**src/rtl/branch_predictor_pkg.sv**
```systemverilog
// Shared encodings for the branch predictor: table geometry, 2-bit counter
// states, counter update operations and PC index/tag extraction helpers.
package branch_predictor_pkg;

  localparam int INDEX_BITS = 4;
  localparam int ENTRIES    = 1 << INDEX_BITS;
  localparam int TAG_BITS   = 30 - INDEX_BITS;

  typedef enum logic [1:0] {
    BP_SNT = 2'b00,
    BP_WNT = 2'b01,
    BP_WT  = 2'b10,
    BP_ST  = 2'b11
  } bp_ctr_e;

  typedef enum logic [1:0] {
    CTR_HOLD = 2'b00,
    CTR_INC  = 2'b01,
    CTR_DEC  = 2'b10,
    CTR_INIT = 2'b11
  } ctr_op_e;

  typedef logic [INDEX_BITS-1:0] bp_idx_t;
  typedef logic [TAG_BITS-1:0]   bp_tag_t;

  function automatic bp_idx_t bp_index(input logic [31:0] pc);
    return pc[INDEX_BITS+1:2];
  endfunction

  function automatic bp_tag_t bp_tag(input logic [31:0] pc);
    return pc[31:INDEX_BITS+2];
  endfunction

endpackage

```
**src/rtl/bp_sat_counter.sv**
```systemverilog
// Combinational next-value for one 2-bit saturating direction counter.
// Saturates at both ends; INIT loads weak-taken for a fresh allocation.
module bp_sat_counter
  import branch_predictor_pkg::*;
(
  input  bp_ctr_e ctr_i,
  input  ctr_op_e op_i,
  output bp_ctr_e ctr_o
);

  logic [1:0] raw;

  always_comb begin
    raw   = ctr_i;
    ctr_o = ctr_i;
    case (op_i)
      CTR_INC:  if (ctr_i != BP_ST)  ctr_o = bp_ctr_e'(raw + 2'd1);
      CTR_DEC:  if (ctr_i != BP_SNT) ctr_o = bp_ctr_e'(raw - 2'd1);
      CTR_INIT: ctr_o = BP_WT;
      default:  ctr_o = ctr_i;
    endcase
  end

endmodule

```
**src/rtl/branch_predictor.sv**
```systemverilog
// Direct-mapped BTB with 2-bit counters: zero-cycle lookup for the fetch PC,
// EX-stage training, mispredict flush/redirect and event counters.
module branch_predictor
  import branch_predictor_pkg::*;
(
  input  logic        CLK,
  input  logic        RESETN,
  input  logic [31:0] IF_PC,
  output logic        PRED_TAKEN,
  output logic [31:0] PRED_TARGET,
  input  logic        EX_VALID,
  input  logic [31:0] EX_PC,
  input  logic        EX_TAKEN,
  input  logic [31:0] EX_TARGET,
  input  logic        EX_PRED_TAKEN,
  input  logic [31:0] EX_PRED_TARGET,
  output logic        FLUSH,
  output logic [31:0] REDIRECT_PC,
  output logic [31:0] BR_COUNT,
  output logic [31:0] MISS_COUNT
);

  // EX_VALID qualifies every EX_* input for exactly one cycle; there is no
  // backpressure, so each valid cycle is consumed (trained) at the next edge.

  logic        valid_q  [ENTRIES];
  logic        valid_d  [ENTRIES];
  bp_tag_t     tag_q    [ENTRIES];
  bp_tag_t     tag_d    [ENTRIES];
  logic [31:0] target_q [ENTRIES];
  logic [31:0] target_d [ENTRIES];
  bp_ctr_e     ctr_q    [ENTRIES];
  bp_ctr_e     ctr_d    [ENTRIES];
  logic [31:0] br_count_q, br_count_d;
  logic [31:0] miss_count_q, miss_count_d;

  bp_idx_t if_idx, ex_idx;
  bp_tag_t ex_tag;
  logic    if_hit, ex_hit;
  ctr_op_e ctr_op;
  bp_ctr_e ctr_next;

  assign if_idx = bp_index(IF_PC);
  assign ex_idx = bp_index(EX_PC);
  assign ex_tag = bp_tag(EX_PC);
  assign if_hit = valid_q[if_idx] && (tag_q[if_idx] == bp_tag(IF_PC));
  assign ex_hit = valid_q[ex_idx] && (tag_q[ex_idx] == ex_tag);

  // Lookup reads the registered table, so a same-index update this cycle is not visible yet.
  assign PRED_TAKEN  = if_hit && ctr_q[if_idx][1];
  assign PRED_TARGET = PRED_TAKEN ? target_q[if_idx] : IF_PC + 32'd4;

  assign FLUSH = EX_VALID && ((EX_TAKEN != EX_PRED_TAKEN) ||
                              (EX_TAKEN && (EX_TARGET != EX_PRED_TARGET)));
  assign REDIRECT_PC = !FLUSH ? 32'd0 : (EX_TAKEN ? EX_TARGET : EX_PC + 32'd4);

  always_comb begin
    ctr_op = CTR_HOLD;
    if (EX_VALID) begin
      if (EX_TAKEN) ctr_op = ex_hit ? CTR_INC : CTR_INIT;
      else          ctr_op = ex_hit ? CTR_DEC : CTR_HOLD;
    end
  end

  bp_sat_counter u_ctr (
    .ctr_i (ctr_q[ex_idx]),
    .op_i  (ctr_op),
    .ctr_o (ctr_next)
  );

  always_comb begin
    valid_d  = valid_q;
    tag_d    = tag_q;
    target_d = target_q;
    ctr_d    = ctr_q;
    if (EX_VALID) begin
      // A taken resolve either refreshes a hit or claims the slot outright.
      if (EX_TAKEN) begin
        valid_d[ex_idx]  = 1'b1;
        tag_d[ex_idx]    = ex_tag;
        target_d[ex_idx] = EX_TARGET;
      end
      ctr_d[ex_idx] = ctr_next;
    end
    br_count_d   = (EX_VALID && (br_count_q != '1)) ? br_count_q + 32'd1 : br_count_q;
    miss_count_d = (FLUSH && (miss_count_q != '1)) ? miss_count_q + 32'd1 : miss_count_q;
  end

  always_ff @(posedge CLK) begin
    if (!RESETN) begin
      for (int i = 0; i < ENTRIES; i++) begin
        valid_q[i]  <= 1'b0;
        tag_q[i]    <= '0;
        target_q[i] <= '0;
        ctr_q[i]    <= BP_SNT;
      end
      br_count_q   <= '0;
      miss_count_q <= '0;
    end else begin
      valid_q      <= valid_d;
      tag_q        <= tag_d;
      target_q     <= target_d;
      ctr_q        <= ctr_d;
      br_count_q   <= br_count_d;
      miss_count_q <= miss_count_d;
    end
  end

  assign BR_COUNT   = br_count_q;
  assign MISS_COUNT = miss_count_q;

endmodule
```
**config.mk**
```make
export PLATFORM = sky130hd
export DESIGN_NAME = branch_predictor
export DESIGN_NICKNAME = d
export VERILOG_FILES = /design/src/rtl/branch_predictor_pkg.sv /design/src/rtl/bp_sat_counter.sv /design/src/rtl/branch_predictor.sv
export SDC_FILE = /design/constraint.sdc
export NUM_CORES = 2
export LEC_CHECK = 0
export CORE_UTILIZATION = 45
export CTS_BUF_LIST = sky130_fd_sc_hd__clkbuf_8
export CTS_CLUSTER_DIAMETER = 100
export CTS_CLUSTER_SIZE = 10
export DETAILED_ROUTE_END_ITERATION = 7
export PLACE_DENSITY_LB_ADDON = 0.05
export SYNTH_ARGS = -nofsm -noshare
export SYNTH_HDL_FRONTEND = slang
export SYNTH_SLANG_ARGS = --single-unit
```
**constraint.sdc**
```tcl
create_clock -name CLK -period 5.36 [get_ports CLK]
set_input_delay 0.804 -clock CLK [delete_from_list [all_inputs] [get_ports CLK]]
set_output_delay 0.804 -clock CLK [all_outputs]
set_load 0.02 [all_outputs]
```
Yosys cells after proc, flatten, opt, wreduce, memory -nomap -nowiden
Cells that the tools add are included.

operators by class
  add/subtract/negate cells = 6
  multipliers = 0
  divide/modulo/power cells = 0
  magnitude comparators = 3
  eq/ne operators = 10
  shift-type cells = 0
  muxes and demuxes = 42
  bitwise operators = 3
  reduce and logical (&&, ||, !) cells = 11

operators by type and width
  cell                                                                   number
  512-bit bitwise mux                                                    1
  416-bit bitwise mux                                                    1
  26-bit binary-select mux with 4-bit select                             2
  32-bit 2-to-1 mux                                                      6
  26-bit 2-to-1 mux                                                      5
  32-bit binary-select mux with 4-bit select                             1
  32-bit demux with 4-bit select                                         1
  26-bit demux with 4-bit select                                         1
  32-bit by 1-bit adder with 32-bit output (second input constant)       2
  32-bit by 3-bit adder with 32-bit output (second input constant)       2
  32-bit inequality test (second input constant)                         2
  26-bit == test                                                         2
  32-bit bitwise mux                                                     1
  32-bit inequality test                                                 1
  2-bit 2-to-1 mux                                                       11
  2-bit binary-select mux with 4-bit select                              2
  16-bit OR                                                              1
  5-bit >= comparator (second input constant)                            2
  4-bit inverter with 5-bit output                                       2
  1-bit binary-select mux with 4-bit select                              2
  2-bit demux with 4-bit select                                          1
  1-bit logical AND                                                      8
  2-bit one-hot mux with 3 select lines                                  1
  5-bit by 1-bit < comparator with 1-bit output (second input constant)  1
  11 further kinds                                                       16

word-level totals
  bits in registers = 1040
  latch bits = 0
  RAM bits = 0
  bits in read-only memories = 0
  input bits = 133
  output and inout port bits = 130
  logic and storage cells = 141
  memories = 0

Depth between registers and ports, before layout
  word-level depth = 12
  depth in mapped cells = 15
  depth with buffers taken out = 10

Hierarchy
Synthesis repeated with hierarchy kept, for this count alone.

second synthesis, totals
  cells, all modules = 5981
  area, all modules = 51378.0 µm²

by module, submodules not included
  module            instances  cells each  area an instance (µm²)  seq. area each (µm²)
  branch_predictor  1          5973        51325.5                 20820.0
  bp_sat_counter    1          8           52.6                    0.0

Worst setup path after synthesis
OpenSTA, ideal clock, no wires.

  kind = input to output
  start point = input port IF_PC[2]
  end point = output port PRED_TARGET[2]
  arrival time = 3.974 ns
  path slack = 0.582 ns
  cell stages on the path = 9
  path buffers = 3
  cell sequence = buf_2 > buf_1 > mux4_2 > mux4_2 > xnor2_1 > nand4_1 > nor4_4 > buf_2 > mux2i_1

on the way
  word-level cells in the longest chain between the ends = 8
  elaborated cells on any way between the ends = 18
  those cells by class = add/sub: 1; eq/ne: 1; mux: 13; bitwise: 1; reduce/logical: 2

RTL lines
  element                                                     RTL line                                        text
  start, declared                                             branch_predictor.sv:8                           input logic [31:0] IF_PC,
  4-bit inverter with 5-bit output (implied by the code) (*)  branch_predictor.sv:46, branch_predictor.sv:50
  26-bit binary-select mux with 4-bit select                  branch_predictor.sv:46                          assign if_hit = valid_q[if_idx] && (tag_q[if_idx] == bp_tag(IF_PC));
  26-bit 2-to-1 mux (implied by the code) (2 in a row)        branch_predictor.sv:46
  26-bit == test                                              branch_predictor.sv:46
  1-bit logical AND                                           branch_predictor.sv:46
  1-bit logical AND (*)                                       branch_predictor.sv:50                          assign PRED_TAKEN = if_hit && ctr_q[if_idx][1];
  net PRED_TAKEN                                              branch_predictor.sv:9                           output logic PRED_TAKEN,
  32-bit 2-to-1 mux (*)                                       branch_predictor.sv:51                          assign PRED_TARGET = PRED_TAKEN ? target_q[if_idx] : IF_PC + 32'd4;
  end, declared                                               branch_predictor.sv:10                          output logic [31:0] PRED_TARGET,

The timed path passes the listed nets; every way through them passes the cells marked *. The select of a mux whose other input is x is not followed.

Worst setup path after layout
  start point = register tag_q[405] (netlist bit)
  end point = output port PRED_TARGET[14]

on the way
  word-level cells in the longest chain between the ends = 7

RTL lines
  element                                               RTL line                 text
  start, declared                                       branch_predictor.sv:28   bp_tag_t tag_q [ENTRIES];
  start signal, assigned                                branch_predictor.sv:101  tag_q <= tag_d;
  26-bit binary-select mux with 4-bit select            branch_predictor.sv:46
  26-bit 2-to-1 mux (implied by the code) (2 in a row)  branch_predictor.sv:46
  26-bit == test                                        branch_predictor.sv:46
  1-bit logical AND                                     branch_predictor.sv:46
  1-bit logical AND                                     branch_predictor.sv:50
  32-bit 2-to-1 mux                                     branch_predictor.sv:51

Every way passes these cells. The select of a mux whose other input is x is not followed.

==> qor.yml <==
power:
  p_per_area_nw_per_um2: 240
  switching_power_w: 0.00406
  seq_power_share: 0.543
  p_clk_frac: 0.337
  switching_share: 0.282
  ir_drop_mv: 0.177
  pwr-share-comb: 0.119
  p_leak_nw: 19.7
  p_int_w: 0.0103
synth:
  synth_area_um2: 53300
  syn_nets: 6075
  synth_top_cell_by_area: "dfxtp_1"
  synth_cells: 5935
  synth_edf_count: 0
  synth_area_leaders: "dfxtp_1, mux4_2, nand2_1"
  ys_types: 75
  async_flop_share: 0
  synth_ff_type: "dfxtp_1"
  synth.avg_cell_area_um2: 8.99
  yosys_register_bits: 1040
  ys_warn_count: 0
  synth.top_cell.area_share: 0.390
  synth_seq_area_share: 0.390
clock_tree:
  h-tree-depth: 3
  clk_latency_ns: 0.84
  clk_pin_slew_ns: 0.08
  cts_setup_buffers: 0
  root_buffer: "clkbuf_8"
  numCtsBuffers: 113
  cts_tree: "built"
  cts.sinks: 1040
  clk_path_buf_depth: 3
  holdBufCountCts: 0
detailed_routing:
  antenna_left: 0
  drt-total-wl_um: 216000
  drt-pass1-iter-count: 6
  vias: 45688
  detail_route.wl_per_cell_um: 28.7
  drtIter0Drc: 5569
  drc: 0
  viasPerCell: 6.08
placement:
  io_buffers: 262
  dpl.cell_count: 7395
  placed_area_um2: 58400
  place_congestion: 0.932
  place_hpwl_um: 135000
worst_setup_path:
  reg2reg_slack_ns: 1.72
  worst-path-max-fanout: 15
  worstPathArrival_ns: 4.39
  path_class: "flip-flop to primary output"
  setup.worst_path.start_class: "flip-flop"
  cp-end-kind: "primary output"
  required_ns: 4.56
sta:
  worstMarginPinSlew_ns: 1.01
  max-slew-margin-rel: 0.322
  grt_setup_unrepaired: "no"
  hold_violations: 0
  final.min_clock_period_ns: 5.20
  setup_viol: 0
  skew_ns: 0.0403
  max_freq_ghz: 0.192
  finalMaxSlewViolations: 0
  fin_crit_sh: 0.969
floorplan:
  die_y_um: 346
  start_util: 0.457
  coreArea_um2: 117000
  io_pins: 263
  dieArea_um2: 120000
  rows: 125
  die_x_um: 346
finish:
  final_util: 0.514
  final_cells: 7517
  drive_above_1_share: 0.141
  final_nets: 6126
  fin_area_um2: 60000
  syn_to_final_growth_pct: 12.5
  fillers: 10785
global_route:
  grt_overflow_total: 0
  grt_max_degree: 213
  grt_pass1_wl_um: 311000
  grt_pass1_vias: 42796
  antenna_found_initial: 13
  grt_usage: 0.352
worst_hold_path:
  hp-class: "flip-flop to flip-flop"
flow_run:
  max-cap-violations: 0
outcome:
  outcome: "completed"
## critical path, cell delays in order (launching register included)
cell and delay (ns):
dfxtp_1 0.34, mux4_2 0.45, nor2b_1 0.14, a211oi_1 0.23, a21oi_1 0.12, xor2_1 0.18, nor4_2 0.40, buf_4 0.20
nand4_1 0.10, buf_4 0.18, nor4_4 0.18, buf_12 0.21, buf_12 0.17, mux2_2 0.35, dlygate4sd2_1 0.32
## worst paths after layout
path | startpoint | endpoint | depth (start not counted)
setup / recovery | tag_q[405]$_SDFFE_PN0P_ | PRED_TARGET[14] | 14
hold / removal | target_q[164]$_SDFFE_PN0P_ | target_q[164]$_SDFFE_PN0P_ | 2
setup reg to reg | MISS_COUNT[3]$_SDFFE_PN0P_ | MISS_COUNT[0]$_SDFFE_PN0P_ | 9
hold reg to reg | target_q[164]$_SDFFE_PN0P_ | target_q[164]$_SDFFE_PN0P_ | 2
## cells in the final DEF (no fill, tap or decap), drive strengths merged, types with 4 or more instances in the layout
master	n
nand3	95
and2	54
or2	4
a21oi	43
or3	12
nor2	83
nand3b	4
nand2b	19
nand2	1961
mux2i	133
a22oi	14
o2111ai	4
nor4	20
o311a	17
a22o	13
and3	39
xor2	80
o21a	17
clkbuf	114
nand4	32
nor3	28
clkdlybuf4s50	220
a211oi	15
buf	277
o21ai	56
mux4	360
inv	30
and4	8
dlygate4sd2	27
o211ai	5
xnor2	107
dfxtp	1040
a221oi	12
mux2	34
nor2b	27
ha	7
a21boi	938
## sequential cells by signal, summed over array words and instances (netlist names)
signal      count
target_q      512
tag_q         416
ctr_q          32
BR_COUNT       32
MISS_COUNT     32
valid_q        16
## Yosys cell counts (all sizes together), types with 43 or more instances
cell type / instances
a21boi: 938
a21oi: 43
and2: 54
buf: 123
clkbuf: 470
dfxtp: 1040
mux2i: 133
mux4: 360
nand2: 1961
nand3: 95
nor2: 83
o21ai: 56
xnor2: 107
xor2: 80
## power by group through the flow
stage	Clock (W)	Sequential, W	Combinational [W]
after floorplan	0	0.00799	0.000935
after global placement	0	0.00800	0.00169
after detailed placement	0	0.00800	0.00169
after CTS	0.00490	0.00782	0.00168
after global routing	0.00519	0.00783	0.00177
final	0.00486	0.00782	0.00172
## per-stage QoR
step / TNS [ns] / hold slack, ns / worst slack [ns] / total power, W
2_1_floorplan: 0 / 0.440 / 0.582 / 0.00892
3_3_place_gp: -0.760 / 0.447 / -0.115 / 0.00969
3_5_place_dp: -1.94 / 0.454 / -0.0949 / 0.00969
4_1_cts: 0 / 0.445 / 0.0363 / 0.0144
5_1_grt: 0 / 0.459 / 0.00252 / 0.0148
6_report: 0 / 0.464 / 0.164 / 0.0144
## logic make-up (layout without fill, tap and decap cells)
kind of cell | after synthesis | after routing | share of synthesized area
and+or+nand+nor | 2397 | 2397 | 0.184
AOI/OAI and AO/OA | 1158 | 1158 | 0.161
DFF | 1040 | 1040 | 0.390
buffers and inverters | 618 | 674 | 0.0482
muxes | 527 | 527 | 0.184
xor gates and xnor gates | 187 | 187 | 0.0307
adders and majority gates | 8 | 8 | 0.00183
other | 0 | 2 | 0
## area by class of cell
type                       instances  area [um2]  share of cell area
multi-input combinational       4277       30300               0.504
sequential                      1040       20800               0.347
timing repair buffer             529        5300              0.0883
tap                             1524        1910              0.0318
clock buffer                     114        1570              0.0261
inverter                          25        96.3             0.00160
clock inverter                     6        66.3             0.00110
antenna                            2        5.00           0.0000834
## layer usage
layer | global-route usage | part of all wire | vias up
met3 | 0.0756 | 0.099 | 402
met2 | 0.543 | 0.45 | 2297
met5 | 0 | 0.00062 | -
li1 | - | - | 20290
met1 | 0.494 | 0.42 | 22677
met4 | 0.101 | 0.030 | 22
## repair_timing
action                     4_1_cts  5_1_grt
resized for setup               32        7
pin swaps                        1        1
setup endpoints to repair       33       31
No activity file was read; power rests on OpenSTA's default activity.
